`src/rtl/imm_gen_pipe_pkg.sv`:
```
// ---------------------------------------------------------------------------
// imm_pkg -- shared definitions for the pipelined immediate generator.
//   imm_fmt_e   : 3-bit immediate format code (I,S,B,U,J,Z, reserved, none)
//   OP_*        : RV32/RV64 major opcodes that carry an immediate
//   imm_decode  : instruction word -> immediate format (auto-decode mode)
// ---------------------------------------------------------------------------
package imm_pkg;

    typedef enum logic [2:0] {
        IMM_I    = 3'b000,
        IMM_S    = 3'b001,
        IMM_B    = 3'b010,
        IMM_U    = 3'b011,
        IMM_J    = 3'b100,
        IMM_Z    = 3'b101,
        IMM_RSV  = 3'b110,
        IMM_NONE = 3'b111
    } imm_fmt_e;

    localparam logic [6:0] OP_IMM    = 7'b0010011;
    localparam logic [6:0] OP_LOAD   = 7'b0000011;
    localparam logic [6:0] OP_JALR   = 7'b1100111;
    localparam logic [6:0] OP_IMM32  = 7'b0011011;
    localparam logic [6:0] OP_STORE  = 7'b0100011;
    localparam logic [6:0] OP_BRANCH = 7'b1100011;
    localparam logic [6:0] OP_LUI    = 7'b0110111;
    localparam logic [6:0] OP_AUIPC  = 7'b0010111;
    localparam logic [6:0] OP_JAL    = 7'b1101111;
    localparam logic [6:0] OP_SYSTEM = 7'b1110011;

    // SYSTEM splits on funct3[2]: the CSR*I forms carry a 5-bit zimm in the
    // rs1 field, everything else (ecall/ebreak/CSR register forms) is I-type.
    function automatic imm_fmt_e imm_decode(input logic [31:0] inst);
        imm_fmt_e fmt;
        case (inst[6:0])
            OP_IMM, OP_LOAD, OP_JALR, OP_IMM32: fmt = IMM_I;
            OP_STORE:                           fmt = IMM_S;
            OP_BRANCH:                          fmt = IMM_B;
            OP_LUI, OP_AUIPC:                   fmt = IMM_U;
            OP_JAL:                             fmt = IMM_J;
            OP_SYSTEM:                          fmt = inst[14] ? IMM_Z : IMM_I;
            default:                            fmt = IMM_NONE;
        endcase
        return fmt;
    endfunction

endpackage

```
`src/rtl/imm_gen_pipe_if.sv`:
```
// ---------------------------------------------------------------------------
// imm_gen_pipe_if -- instruction-in / immediate-out stream bundle.
//   in_valid/in_ready/inst/ext_op : upstream (decode) side
//   flush                         : discard everything buffered or incoming
//   out_valid/out_ready/imm/imm_fmt/no_imm : downstream (execute) side
//   master : the environment driving instructions and consuming immediates
//   slave  : the immediate generator
// ---------------------------------------------------------------------------
interface imm_gen_pipe_if #(
    parameter int XLEN = 32
);
    logic            in_valid;
    logic            in_ready;
    logic [31:0]     inst;
    logic [2:0]      ext_op;
    logic            flush;
    logic            out_valid;
    logic            out_ready;
    logic [XLEN-1:0] imm;
    logic [2:0]      imm_fmt;
    logic            no_imm;

    modport master (
        output in_valid, inst, ext_op, flush, out_ready,
        input  in_ready, out_valid, imm, imm_fmt, no_imm
    );

    modport slave (
        input  in_valid, inst, ext_op, flush, out_ready,
        output in_ready, out_valid, imm, imm_fmt, no_imm
    );
endinterface

```
`src/rtl/imm_gen_pipe_extract.sv`:
```
// ---------------------------------------------------------------------------
// imm_extract -- combinational immediate assembly.
//   inst_hi : instruction bits [31:7] (numbered as in the full word)
//   fmt     : immediate format to apply
//   imm     : XLEN-wide immediate, sign-extended from inst[31] (Z: zero-ext)
//   no_imm  : format carries no immediate; imm is 0
// ---------------------------------------------------------------------------
module imm_extract
    import imm_pkg::*;
#(
    parameter int XLEN = 32
) (
    input  logic [31:7]     inst_hi,
    input  imm_fmt_e        fmt,
    output logic [XLEN-1:0] imm,
    output logic            no_imm
);

    // 32-bit image of the immediate with the sign already in bit 31.
    logic [31:0] raw;

    always_comb begin
        // NOTE: every output of a combinational block gets a default before
        // the case, so no path leaves a value unassigned (no latch).
        raw    = '0;
        no_imm = 1'b0;
        case (fmt)
            IMM_I: raw = {{20{inst_hi[31]}}, inst_hi[31:20]};
            IMM_S: raw = {{20{inst_hi[31]}}, inst_hi[31:25], inst_hi[11:7]};
            IMM_B: raw = {{19{inst_hi[31]}}, inst_hi[31], inst_hi[7],
                          inst_hi[30:25], inst_hi[11:8], 1'b0};
            IMM_U: raw = {inst_hi[31:12], 12'b0};
            IMM_J: raw = {{11{inst_hi[31]}}, inst_hi[31], inst_hi[19:12],
                          inst_hi[20], inst_hi[30:21], 1'b0};
            IMM_Z: raw = {27'b0, inst_hi[19:15]};
            default: no_imm = 1'b1;
        endcase
        // raw[31] is 0 for Z and for "no immediate", so one signed widening
        // covers every format.
        imm = XLEN'($signed(raw));
    end

endmodule

```
`src/rtl/imm_gen_pipe.sv`:
```
// ---------------------------------------------------------------------------
// imm_gen_pipe -- pipelined immediate generator with a 2-entry skid buffer.
//   clk  : clock, rising edge
//   rst  : synchronous active-high reset
//   bus  : imm_gen_pipe_if.slave (instruction in, immediate out, flush)
// Parameters:
//   XLEN        : 32 or 64, width of the generated immediate
//   AUTO_DECODE : 1 = format from the opcode, 0 = format from bus.ext_op
// The immediate is computed at the input and registered, so outputs come
// straight from the main register one cycle after acceptance.
// ---------------------------------------------------------------------------
module imm_gen_pipe
    import imm_pkg::*;
#(
    parameter int XLEN        = 32,
    parameter bit AUTO_DECODE = 1'b1
) (
    input  logic         clk,
    input  logic         rst,
    imm_gen_pipe_if.slave bus
);

    if (XLEN != 32 && XLEN != 64) begin : g_bad_xlen
        $error("imm_gen_pipe: XLEN must be 32 or 64");
    end

    typedef struct packed {
        logic [XLEN-1:0] imm;
        imm_fmt_e        fmt;
        logic            no_imm;
    } entry_t;

    imm_fmt_e        in_fmt;
    logic [XLEN-1:0] in_imm;
    logic            in_no_imm;
    entry_t          in_entry;
    entry_t          main_q;
    entry_t          skid_q;
    logic            main_valid;
    logic            skid_valid;

    always_comb begin
        in_fmt   = AUTO_DECODE ? imm_decode(bus.inst) : imm_fmt_e'(bus.ext_op);
        in_entry = '{imm: in_imm, fmt: in_fmt, no_imm: in_no_imm};
    end

    imm_extract #(
        .XLEN (XLEN)
    ) u_extract (
        .inst_hi (bus.inst[31:7]),
        .fmt     (in_fmt),
        .imm     (in_imm),
        .no_imm  (in_no_imm)
    );

    // Occupancy: skid_valid implies main_valid. While skid is empty the
    // block is ready, so every in_valid is an accept.
    always_ff @(posedge clk) begin
        // NOTE: state is updated with non-blocking assignments so every
        // register samples values from before this edge.
        if (rst) begin
            main_valid <= 1'b0;
            skid_valid <= 1'b0;
            main_q     <= '0;
        end else if (bus.flush) begin
            main_valid <= 1'b0;
            skid_valid <= 1'b0;
        end else if (skid_valid) begin
            // Full: no accept this cycle; a pop promotes the older skid entry.
            if (bus.out_ready) begin
                main_q     <= skid_q;
                skid_valid <= 1'b0;
            end
        end else if (!main_valid || bus.out_ready) begin
            // Main free or draining: new entry goes straight to main
            // (pass-through on simultaneous pop and accept).
            main_valid <= bus.in_valid;
            if (bus.in_valid) begin
                main_q <= in_entry;
            end
        end else if (bus.in_valid) begin
            // Main stalled: park the accepted entry in skid.
            skid_valid <= 1'b1;
        end
    end

    // NOTE: the skid payload has no reset; it is only ever read while
    // skid_valid is set, and it tracks the input whenever the skid is empty.
    always_ff @(posedge clk) begin
        if (!skid_valid) begin
            skid_q <= in_entry;
        end
    end

    // in_ready is the inverse of a flop, so it changes only on clock edges.
    // out_valid is masked during reset so nothing transfers while rst is high.
    assign bus.in_ready  = ~skid_valid;
    assign bus.out_valid = main_valid & ~rst;
    assign bus.imm       = main_q.imm;
    assign bus.imm_fmt   = main_q.fmt;
    assign bus.no_imm    = main_q.no_imm;

endmodule

```
`src/flat_wrapper.sv`:
```
// flat-port wrapper written by rule: the top's interface ports become plain ports
module imm_gen_pipe_flat import imm_pkg::*;
#(
    parameter int XLEN        = 32,
    parameter bit AUTO_DECODE = 1'b1
)
  (clk, rst, bus_in_valid, bus_inst, bus_ext_op, bus_flush, bus_out_ready, bus_in_ready, bus_out_valid, bus_imm, bus_imm_fmt, bus_no_imm);
  imm_gen_pipe_if #(.XLEN(XLEN)) bus_i ();
  input  logic clk;
  input  logic rst;
  input wire logic [$bits(bus_i.in_valid)-1:0] bus_in_valid;
  input wire logic [$bits(bus_i.inst)-1:0] bus_inst;
  input wire logic [$bits(bus_i.ext_op)-1:0] bus_ext_op;
  input wire logic [$bits(bus_i.flush)-1:0] bus_flush;
  input wire logic [$bits(bus_i.out_ready)-1:0] bus_out_ready;
  output wire logic [$bits(bus_i.in_ready)-1:0] bus_in_ready;
  output wire logic [$bits(bus_i.out_valid)-1:0] bus_out_valid;
  output wire logic [$bits(bus_i.imm)-1:0] bus_imm;
  output wire logic [$bits(bus_i.imm_fmt)-1:0] bus_imm_fmt;
  output wire logic [$bits(bus_i.no_imm)-1:0] bus_no_imm;
  assign bus_i.in_valid = bus_in_valid;
  assign bus_i.inst = bus_inst;
  assign bus_i.ext_op = bus_ext_op;
  assign bus_i.flush = bus_flush;
  assign bus_i.out_ready = bus_out_ready;
  assign bus_in_ready = bus_i.in_ready;
  assign bus_out_valid = bus_i.out_valid;
  assign bus_imm = bus_i.imm;
  assign bus_imm_fmt = bus_i.imm_fmt;
  assign bus_no_imm = bus_i.no_imm;
  imm_gen_pipe #(.XLEN(XLEN), .AUTO_DECODE(AUTO_DECODE)) u_core (.clk(clk), .rst(rst), .bus(bus_i));
endmodule
```
`config.mk`:
```
export PLATFORM = sky130hd
export DESIGN_NAME = imm_gen_pipe_flat
export DESIGN_NICKNAME = d
export VERILOG_FILES = /design/src/rtl/imm_gen_pipe_pkg.sv /design/src/rtl/imm_gen_pipe_if.sv /design/src/rtl/imm_gen_pipe_extract.sv /design/src/rtl/imm_gen_pipe.sv /design/src/flat_wrapper.sv
export SDC_FILE = /design/constraint.sdc
export NUM_CORES = 1
export LEC_CHECK = 0
export ABC_CLOCK_PERIOD_IN_PS = 4750
export BUFFER_PORTS_ARGS = -buffer_cell sky130_fd_sc_hd__buf_2
export CAP_MARGIN = 0
export CORE_MARGIN = 10
export CORE_UTILIZATION = 59
export CTS_CLUSTER_SIZE = 16
export DETAILED_ROUTE_END_ITERATION = 8
export PLACE_DENSITY = 0.94
export SYNTH_ARGS = -nofsm -noshare
export SYNTH_HDL_FRONTEND = slang
export SYNTH_SLANG_ARGS = --single-unit
```
`constraint.sdc`:
```
create_clock -name clk -period 4.75 [get_ports clk]
set_clock_uncertainty 0.2 [all_clocks]
set_input_delay 0.475 -clock clk [delete_from_list [all_inputs] [get_ports clk]]
set_output_delay 0.475 -clock clk [all_outputs]
set_load 0.05 [all_outputs]
```
==> results of run 1 <==
state kept, by name (all words and copies together), names as in the netlist:
register and count:
u_core.skid_q 36, u_core.bus.imm 32, u_core.bus.imm_fmt 3, u_core.bus.no_imm 1, u_core.main_valid 1, u_core.skid_valid 1
logic make-up after synthesis:
| kind of cell | share of synthesized area |
|---|---|
| muxes | 0.00586 |
| AOI/OAI and AO/OA | 0.239 |
| DFF | 0.507 |
| and+or+nand+nor | 0.205 |
| buffers and inverters | 0.0420 |
Yosys cell counts (2+ instances only):
library cell	count
sky130_fd_sc_hd__a211oi_1	10
sky130_fd_sc_hd__a211oi_2	2
sky130_fd_sc_hd__a21o_1	4
sky130_fd_sc_hd__a21oi_1	16
sky130_fd_sc_hd__a21oi_4	2
sky130_fd_sc_hd__a221oi_1	8
sky130_fd_sc_hd__a22oi_1	2
sky130_fd_sc_hd__a31oi_1	2
sky130_fd_sc_hd__a32o_1	11
sky130_fd_sc_hd__and2_1	3
sky130_fd_sc_hd__and3_1	7
sky130_fd_sc_hd__and3_2	3
sky130_fd_sc_hd__buf_2	4
sky130_fd_sc_hd__buf_6	3
sky130_fd_sc_hd__clkbuf_1	14
sky130_fd_sc_hd__dfxtp_1	38
sky130_fd_sc_hd__edfxtp_1	36
sky130_fd_sc_hd__inv_1	4
sky130_fd_sc_hd__nand2_1	57
sky130_fd_sc_hd__nand2b_1	17
sky130_fd_sc_hd__nand3_1	6
sky130_fd_sc_hd__nand4_1	7
sky130_fd_sc_hd__nor2_1	15
sky130_fd_sc_hd__nor3_1	5
sky130_fd_sc_hd__nor4_1	2
sky130_fd_sc_hd__o211a_1	3
sky130_fd_sc_hd__o211ai_1	2
sky130_fd_sc_hd__o211ai_2	10
sky130_fd_sc_hd__o21ai_0	19
sky130_fd_sc_hd__or3_1	8
power groups by stage:
stage               logic, mW  registers (mW)  clock network [mW]
floorplan              0.0854           0.762                   0
global placement        0.185           0.713                   0
detailed placement      0.191           0.714                   0
CTS                     0.193           0.700               0.479
global route            0.207           0.702               0.510
finish                  0.195           0.701               0.477
stage by stage:
stage	worst slack, ns	utilization	power, mW	hold WS, ns
3_3_place_gp	2.18	0.670	0.898	0.243
4_1_cts	2.11	0.701	1.37	0.125
6_report	2.10	0.701	1.37	0.144
2_1_floorplan	2.72	-	0.848	0.291
3_5_place_dp	2.10	0.670	0.905	0.250
5_1_grt	2.01	0.701	1.42	0.126
cell type report:
class,instances,area (um^2)
Sequential cell,74,1840
Fill cell,439,1780
Clock buffer,12,145
Inverter,4,15.0
Clock inverter,3,41.3
Tap cell,75,93.8
Timing Repair Buffer,78,400
Multi-Input combinational cell,248,1640
per-layer routing:
layer	up-vias	routed length [um]	track usage
met1	1556	3940	0.241
met3	34	788	0.0419
met2	195	4960	0.318
met4	0	289	0.0981
met5	-	0	0
li1	1441	-	-
worst max path at each step:
stage / from / to / slack [ns] / depth (start not counted)
2_1_floorplan: rst / bus_out_valid / 2.72 / 2
3_3_place_gp: bus_inst[4] / u_core.bus.imm[20]$_SDFFE_PP0P_ / 2.18 / 6
3_5_place_dp: bus_inst[4] / u_core.bus.imm[20]$_SDFFE_PP0P_ / 2.10 / 6
4_1_cts: u_core.skid_valid$_SDFF_PP0_ / bus_in_ready / 2.11 / 3
5_1_grt: u_core.skid_valid$_SDFF_PP0_ / bus_in_ready / 2.01 / 3
6_report: u_core.skid_valid$_SDFF_PP0_ / bus_in_ready / 2.10 / 3
==> flow_summary.json, run 1 <==
{
  "initial_core_util": 0.610,
  "routed_wirelength_um": 9980,
  "report.final.setup_viol": 0,
  "run_status": "completed",
  "maxCapViolCount": 0,
  "detail_route.iter0.violations": 346,
  "cts.htree.levels": 3,
  "post-synth-top-area-cell": "sky130_fd_sc_hd__edfxtp_1",
  "fmax_ghz": 0.377,
  "ys_types": 60,
  "rsz0062_at_grt": "false",
  "post_route_design_area_mm2": 0.00417,
  "place.port_buffers": 74,
  "syn_area_mm2": 0.00363,
  "critPathArrivalTime_ns": 1.98,
  "root_buffer": "sky130_fd_sc_hd__clkbuf_8",
  "async_reset_ff_frac": 0,
  "power.static_leakage_nw": 1.87,
  "power.share.sequential": 0.510,
  "synth_seq_cells": 74,
  "die_y_um": 98.5,
  "worst_path_largest_cell_delay_ns": 0.69,
  "vdd.ir_drop.worst_mv": 0.194,
  "first_global_vias": 3173,
  "critical-path-top-delay-family": "buffers and inverters",
  "final_max_slew_viol_count": 0,
  "slew_headroom": 0.395,
  "worstPathMaxFanout": 51,
  "timing.critical_path.cells": "buf_4 -> inv_2 -> buf_2",
  "core_mm2": 0.00596,
  "hold_path.class": "in2reg",
  "yosysTopAreaCellShare": 0.298,
  "dpl.hpwl_um": 6680,
  "critical_path.n_buffers_inverters": 3,
  "antenna_nets_post_route": 0,
  "worst_hold_path.endpoint": "u_core.skid_valid$_SDFF_PP0_",
  "floorplan.die_area_mm2": 0.00969,
  "finalCritPeriodShare": 0.559,
  "timing_hold_violations_final": 0,
  "drt_pre_antenna_iters": 5,
  "routedWlPerCell_um": 20.2,
  "power.clock.fraction": 0.347,
  "r2r_start": "u_core.skid_valid$_SDFF_PP0_",
  "tns_ns": 0,
  "i_o_pins": 78,
  "flow.area_growth_from_synthesis_pct": 15.0,
  "synth-warning-count": 0,
  "num_rows": 28,
  "placed_cells": 479,
  "ys_dominant_reg_cell": "sky130_fd_sc_hd__dfxtp_1",
  "postCtsHoldBufs": 0,
  "avgSynthCellArea_um2": 10.4,
  "cp-start-kind": "register",
  "grt_max_degree": 52,
  "final_layout_size_suffix_gt1_frac": 0.296,
  "worst-setup-path-type": "reg2out",
  "grtUsageTotal": 0.196,
  "p_int_mw": 0.999,
  "n_antenna_cell": 0,
  "syn-num-nets": 390,
  "timing.hold.worst.start": "bus_out_ready",
  "dpl_cell_area_mm2": 0.00399,
  "final_cell_mix": "74 x sky130_fd_sc_hd__buf_2, 57 x sky130_fd_sc_hd__nand2_1, 38 x sky130_fd_sc_hd__dfxtp_1",
  "swShare": 0.272,
  "worst_setup_path_end_kind": "output pin",
  "clock_latency_ns": 0.35,
  "nets": 455,
  "final_instance_count_without_filler_cells": 494,
  "mostFrequentLayoutCell": "sky130_fd_sc_hd__buf_2",
  "clock_tree_from_tritoncts": "built",
  "holdPathStages": 2,
  "synth.top_cells.by_area": "sky130_fd_sc_hd__edfxtp_1 30%, sky130_fd_sc_hd__dfxtp_1 21%, sky130_fd_sc_hd__nand2_1 5.9%",
  "r2r_slack_ns": 2.14,
  "remaining_drc_errors": 0,
  "r2r-end": "u_core.bus.imm[13]$_SDFFE_PP0P_",
  "grt_pass1_wl_um": 15600,
  "timing.reg2reg.worst_path_depth": 5,
  "synthCells": 350,
  "postCtsResizedCells": 0,
  "worstMarginPinSlew_ns": 0.906,
  "synth_edf_count": 36,
  "gpl.final_weighted_congestion": 0.895,
  "clock_sinks": 74,
  "post_drt_via_cell_ratio": 6.53,
  "detailroute.via_count": 3226,
  "slowest_stage": "sky130_fd_sc_hd__inv_2",
  "worst-endpoint-required_ns": 4.07,
  "cts_buffers": 9,
  "yosysSeqAreaShare": 0.507,
  "cts.reportedPaths.clkPinSlew_ns": 0.07,
  "chipWidth_um": 98.5,
  "switching_power_mw": 0.373,
  "powerDensity_mw_per_mm2": 329,
  "cts.repair_timing.setup_buffer_count": 0,
  "globalRoute.totalOverflow": 0,
  "cts.path.max_buffers": 2,
  "grt_antenna_before_repair": 0,
  "comb_pwr_share": 0.142,
  "period_needed_ns": 2.65
}
No activity file was read; power rests on OpenSTA's default activity.
==> inputs of run 2 (changes only) <==
ABC_AREA = 1   (was default)
ABC_CLOCK_PERIOD_IN_PS = 2300   (was 4750)
CORE_UTILIZATION = 49   (was 59)
PLACE_DENSITY = 0.85   (was 0.94)
clock period = 2.3 ns   (was 4.75 ns; I/O delays follow)
==> flow_summary.json, run 2 <==
{
  "routedWlPerCell_um": 13.8,
  "syn-num-nets": 497,
  "mostFrequentLayoutCell": "sky130_fd_sc_hd__nand2_1",
  "num_rows": 31,
  "swShare": 0.260,
  "die_y_um": 106,
  "synth_edf_count": 36,
  "synth_seq_cells": 74,
  "critPathArrivalTime_ns": 2.16,
  "clock_latency_ns": 0.35,
  "hold_path.class": "in2reg",
  "worst_setup_path_end_kind": "register",
  "post-synth-top-area-cell": "sky130_fd_sc_hd__edfxtp_1",
  "powerDensity_mw_per_mm2": 610,
  "routed_wirelength_um": 8810,
  "antenna_nets_post_route": 0,
  "worst-setup-path-type": "reg2reg",
  "detail_route.iter0.violations": 196,
  "regMostFlops": "u_core.skid_q",
  "power.share.sequential": 0.538,
  "n_antenna_cell": 0,
  "fin_ws_ns": 0.236,
  "final_cell_mix": "131 x sky130_fd_sc_hd__nand2_1, 79 x sky130_fd_sc_hd__nor2_1, 74 x sky130_fd_sc_hd__buf_2",
  "synth-warning-count": 0,
  "async_reset_ff_frac": 0,
  "worstPathMaxFanout": 108,
  "fmax_ghz": 0.485,
  "cp-start-kind": "register",
  "syn_area_mm2": 0.00358,
  "worst-endpoint-required_ns": 2.40,
  "routed-wl-met3_um": 698,
  "power.static_leakage_nw": 2.39,
  "place.port_buffers": 74,
  "maxCapViolCount": 0,
  "detailroute.via_count": 3227,
  "core_mm2": 0.00718,
  "power.clock.fraction": 0.367,
  "final_layout_fill_cell_count": 653,
  "root_buffer": "sky130_fd_sc_hd__clkbuf_8",
  "tns_ns": 0,
  "cts.reportedPaths.clkPinSlew_ns": 0.08,
  "ys_types": 30,
  "grtUsageTotal": 0.154,
  "comb_pwr_share": 0.095,
  "drt_pre_antenna_iters": 5,
  "yosysSeqAreaShare": 0.514,
  "period_needed_ns": 2.06,
  "first_global_vias": 3020,
  "grt_pass1_wl_um": 14100,
  "yosysTopAreaCellShare": 0.302,
  "clock_tree_from_tritoncts": "built",
  "largest_register_ff_count": 36,
  "globalRoute.totalOverflow": 0,
  "synth.top_cells.by_area": "sky130_fd_sc_hd__edfxtp_1 30%, sky130_fd_sc_hd__dfxtp_1 21%, sky130_fd_sc_hd__nand2_1 14%",
  "initial_core_util": 0.499,
  "nets": 574,
  "cts.htree.levels": 3,
  "slew_headroom": 0.502,
  "gpl.final_weighted_congestion": 0.882,
  "ys_top_cells_by_count": "131 x sky130_fd_sc_hd__nand2_1, 79 x sky130_fd_sc_hd__nor2_1, 39 x sky130_fd_sc_hd__a21oi_1, 38 x sky130_fd_sc_hd__dfxtp_1, 36 x sky130_fd_sc_hd__edfxtp_1",
  "final_layout_size_suffix_gt1_frac": 0.206,
  "vdd.ir_drop.worst_mv": 0.309,
  "p_int_mw": 1.95,
  "grt_antenna_before_repair": 0,
  "grt_max_degree": 109,
  "avgSynthCellArea_um2": 7.84,
  "timing_hold_violations_final": 0,
  "wl_met2_um": 4180,
  "ys_dominant_reg_cell": "sky130_fd_sc_hd__dfxtp_1",
  "cts.path.max_buffers": 2,
  "finalPower_mw": 2.63,
  "clock_sinks": 74,
  "i_o_pins": 78,
  "cts_buffers": 9,
  "dpl_worst_slack_ns": 0.0942,
  "post_drt_via_cell_ratio": 5.06,
  "finalCritPeriodShare": 0.897,
  "postCtsHoldBufs": 12,
  "switching_power_mw": 0.685,
  "top_layer_used": "met4",
  "remaining_drc_errors": 0,
  "postCtsResizedCells": 0,
  "chipWidth_um": 106,
  "run_status": "completed",
  "flow.area_growth_from_synthesis_pct": 20.4,
  "final_max_slew_viol_count": 0,
  "dpl.hpwl_um": 6120,
  "cts.repair_timing.setup_buffer_count": 0,
  "floorplan.die_area_mm2": 0.0111,
  "report.final.setup_viol": 0,
  "synth_most_common_cell": "sky130_fd_sc_hd__nand2_1",
  "rsz0062_at_grt": "false",
  "m1WireLength_um": 3760,
  "worstMarginPinSlew_ns": 0.744,
  "synthCells": 457
}
-- run 2: changes by cell type after synthesis, moves of 8 or more --
cell | before | now
sky130_fd_sc_hd__nand3_1 | 6 | 35
sky130_fd_sc_hd__a221oi_1 | 8 | 0
sky130_fd_sc_hd__nand2_1 | 57 | 131
sky130_fd_sc_hd__a21oi_1 | 16 | 39
sky130_fd_sc_hd__o211ai_2 | 10 | 0
sky130_fd_sc_hd__o21ai_0 | 19 | 5
sky130_fd_sc_hd__inv_1 | 4 | 32
sky130_fd_sc_hd__nor2_1 | 15 | 79
sky130_fd_sc_hd__a32o_1 | 11 | 0
sky130_fd_sc_hd__or3_1 | 8 | 0
sky130_fd_sc_hd__nand2b_1 | 17 | 0
-- run 2: per-stage QoR --
step | utilization | instances | cell area, um^2 | hold WS [ns]
floorplan | - | 457 | 3580 | 0.118
global placement | 0.559 | 610 | 4010 | 0.234
detailed placement | 0.559 | 610 | 4010 | 0.251
CTS | 0.601 | 638 | 4310 | 0.00353
global route | 0.601 | 638 | 4310 | 0.0145
finish | 0.601 | 638 | 4310 | 0.00971
-- run 2: path summary, 6_finish.rpt --
| check | start | end | slack [ns] | cells after the start |
|---|---|---|---|---|
| setup reg to reg | u_core.skid_valid$_SDFF_PP0_ | u_core.skid_valid$_SDFF_PP0_ | 0.24 | 4 |
| hold reg to reg | u_core.bus.imm[28]$_SDFFE_PP0P_ | u_core.bus.imm[28]$_SDFFE_PP0P_ | 0.26 | 2 |
| hold / removal | bus_inst[9] | u_core.skid_q[6]$_DFFE_PN_ | 0.01 | 3 |
| setup / recovery | u_core.skid_valid$_SDFF_PP0_ | u_core.skid_valid$_SDFF_PP0_ | 0.24 | 4 |
-- run 2: final cells by class --
| type | instances | area (um^2) | share of cell area |
|---|---|---|---|
| inverters | 34 | 129 | 0.0299 |
| flip-flops and latches | 74 | 1840 | 0.427 |
| well taps | 99 | 124 | 0.0287 |
| clock buffers | 11 | 153 | 0.0354 |
| repair buffers | 90 | 533 | 0.124 |
| clock inverters | 5 | 33.8 | 0.00783 |
| multi-input cells | 325 | 1500 | 0.348 |
-- run 2: metal layers --
metal  vias up  GRT usage
li1       1642          -
met2       119      0.260
met3        13     0.0420
met5         -          0
met1      1453      0.178
met4         0     0.0677
-- run 2: worst max-delay path, stage by stage, from the launching register on --
cell	delay, ns
sky130_fd_sc_hd__dfxtp_1	0.44
sky130_fd_sc_hd__clkinv_2	0.11
sky130_fd_sc_hd__buf_12	0.22
sky130_fd_sc_hd__a2111oi_0	0.42
sky130_fd_sc_hd__dlygate4sd3_1	0.60
-- run 2: kinds of logic (layout without fill, tap and decap cells) --
| group | after synthesis | in the layout | share of synthesized area |
|---|---|---|---|
| simple gates | 264 | 264 | 0.321 |
| flops | 74 | 74 | 0.514 |
| compound gates | 61 | 61 | 0.0982 |
| buf+inv | 58 | 140 | 0.0671 |
-- run 2: power by group through the flow --
stage	Combinational [mW]	Clock (mW)	Sequential, mW
floorplan	0.119	0	1.48
global placement	0.227	0	1.45
detailed placement	0.233	0	1.45
CTS	0.249	0.982	1.42
global route	0.274	1.04	1.42
finish	0.249	0.967	1.42
==> inputs of run 3 (changes only) <==
SETUP_SLACK_MARGIN = 0.3   (was default)
==> flow_summary.json, run 3 (synthesis gave the netlist of run 2 again) <==
{
  "core_mm2": 0.00718,
  "root_buffer": "sky130_fd_sc_hd__clkbuf_8",
  "cts.htree.levels": 3,
  "slew_headroom": 0.528,
  "clock_sinks": 74,
  "final_layout_size_suffix_gt1_frac": 0.215,
  "worstPathMaxFanout": 11,
  "fmax_ghz": 0.525,
  "finalCritPeriodShare": 0.828,
  "place.port_buffers": 74,
  "routed_wirelength_um": 9170,
  "globalRoute.totalOverflow": 0,
  "clock_tree_from_tritoncts": "built",
  "chipWidth_um": 106,
  "power.share.sequential": 0.536,
  "grt_antenna_before_repair": 0,
  "tns_ns": 0,
  "placed_cells": 610,
  "p_int_mw": 1.95,
  "final_max_slew_viol_count": 0,
  "worst-path-stages": 8,
  "comb_pwr_share": 0.096,
  "grt_pass1_wl_um": 14200,
  "timing.critical_path.cells": "dlygate4sd3_1 -> buf_2 -> inv_1 -> nor2_2 -> a211oi_1 -> nand3_1 -> nand2_1 -> a21oi_1",
  "cts.repair_timing.setup_buffer_count": 0,
  "regMostFlops": "u_core.skid_q",
  "mostFrequentLayoutCell": "sky130_fd_sc_hd__nand2_1",
  "post_drt_via_cell_ratio": 5.08,
  "initial_core_util": 0.499,
  "worst_path_largest_cell_delay_ns": 0.55,
  "detailroute.via_count": 3247,
  "worst-endpoint-required_ns": 2.32,
  "rsz0062_at_grt": "true",
  "gpl.final_weighted_congestion": 0.882,
  "period_needed_ns": 1.91,
  "cp-start-kind": "primary input",
  "run_status": "completed",
  "final_cell_mix": "130 x sky130_fd_sc_hd__nand2_1, 77 x sky130_fd_sc_hd__nor2_1, 74 x sky130_fd_sc_hd__buf_2",
  "worstMarginPinSlew_ns": 0.708,
  "detail_route.iter0.violations": 233,
  "final_layout_fill_cell_count": 645,
  "cts.reportedPaths.clkPinSlew_ns": 0.08,
  "report.final.setup_viol": 0,
  "holdPathStages": 3,
  "floorplan.die_area_mm2": 0.0111,
  "maxCapViolCount": 0,
  "powerDensity_mw_per_mm2": 607,
  "switching_power_mw": 0.694,
  "i_o_pins": 78,
  "slowest_stage": "sky130_fd_sc_hd__dlygate4sd3_1",
  "cts_buffers": 9,
  "timing.reg2reg.worst_path_depth": 6,
  "largest_register_ff_count": 36,
  "hold_path.class": "in2reg",
  "antenna_nets_post_route": 0,
  "vdd.ir_drop.worst_mv": 0.319,
  "routedWlPerCell_um": 14.3,
  "power.clock.fraction": 0.368,
  "worst_setup_path_end_kind": "register",
  "cts.path.max_buffers": 2,
  "nets": 575,
  "dpl.hpwl_um": 6120,
  "critPathArrivalTime_ns": 1.92,
  "worst-setup-path-type": "in2reg",
  "critical-path-top-delay-family": "buffers and inverters",
  "grtUsageTotal": 0.155,
  "final_instance_count_without_filler_cells": 639,
  "remaining_drc_errors": 0,
  "n_antenna_cell": 0,
  "clock_latency_ns": 0.35,
  "die_y_um": 106,
  "critical_path.n_buffers_inverters": 3,
  "flow.area_growth_from_synthesis_pct": 21.7,
  "num_rows": 31,
  "register_cell_area_after_layout_mm2": 0.00184,
  "timing_hold_violations_final": 0,
  "multiInputGateArea_mm2": 0.00151,
  "power.static_leakage_nw": 2.41,
  "first_global_vias": 3028,
  "drt_pre_antenna_iters": 4,
  "grt_max_degree": 109,
  "swShare": 0.262
}
==> run 3: cell types whose count changed in the layout (fill, tap and decap cells not counted), sizes merged <==
cell	delta
clkbuf	+1
==> run 3: cell type report <==
type,count,area share
Multi-Input combinational cell,325,0.346
Clock buffer,11,0.0350
Sequential cell,74,0.423
Tap cell,99,0.0284
Clock inverter,5,0.00775
Timing Repair Buffer,91,0.131
Inverter,34,0.0296
==> run 3: worst paths after layout <==
path	end	from	slack [ns]
max	u_core.bus.imm[28]$_SDFFE_PP0P_	bus_inst[31]	0.39
min	u_core.skid_q[6]$_DFFE_PN_	bus_inst[9]	0.005
max reg2reg	u_core.main_valid$_SDFFE_PP0P_	u_core.skid_valid$_SDFF_PP0_	0.42
min reg2reg	u_core.bus.imm[28]$_SDFFE_PP0P_	u_core.bus.imm[28]$_SDFFE_PP0P_	0.26
==> run 3: through the flow <==
| step | setup WS, ns | instance area (um^2) | hold slack, ns | util | power, mW |
|---|---|---|---|---|---|
| 3_3_place_gp | 0.185 | 4010 | 0.234 | 0.559 | 1.67 |
| 3_5_place_dp | 0.0942 | 4010 | 0.251 | 0.559 | 1.68 |
| 4_1_cts | 0.288 | 4310 | 0.00353 | 0.601 | 2.65 |
| 5_1_grt | 0.284 | 4360 | 0.0145 | 0.607 | 2.74 |
| 6_report | 0.395 | 4360 | 0.00546 | 0.607 | 2.64 |
| 2_1_floorplan | 0.414 | 3580 | 0.118 | - | 1.60 |
==> run 3: per-layer routing <==
| metal | wire length [um] | global-route usage | up-vias |
|---|---|---|---|
| li1 | - | - | 1640 |
| met1 | 3890 | 0.178 | 1498 |
| met2 | 4490 | 0.266 | 98 |
| met3 | 637 | 0.0420 | 11 |
| met4 | 152 | 0.0677 | 0 |
| met5 | 0 | 0 | - |
==> run 3: worst register-to-register path, cell delays in order (launching register included) <==
cell                            delay [ns]
sky130_fd_sc_hd__dfxtp_2              0.39
sky130_fd_sc_hd__clkinv_2             0.15
sky130_fd_sc_hd__buf_16               0.23
sky130_fd_sc_hd__nand2_1              0.11
sky130_fd_sc_hd__nand2_1              0.07
sky130_fd_sc_hd__a21oi_1              0.14
sky130_fd_sc_hd__dlygate4sd3_1        0.56
==> run 3: power by group through the flow <==
stage / Combinational, mW / Sequential, mW / Clock [mW]
3_3_place_gp: 0.227 / 1.45 / 0
4_1_cts: 0.250 / 1.42 / 0.982
6_report: 0.254 / 1.42 / 0.972
2_1_floorplan: 0.119 / 1.48 / 0
3_5_place_dp: 0.233 / 1.45 / 0
5_1_grt: 0.278 / 1.42 / 1.04
==> run 3: timing repair <==
item,in CTS,in global routing
hold buffers,12,0
resized for setup,0,6
endpoints found under the hold margin,10,0
cloned,0,1
setup endpoints to repair,1,38
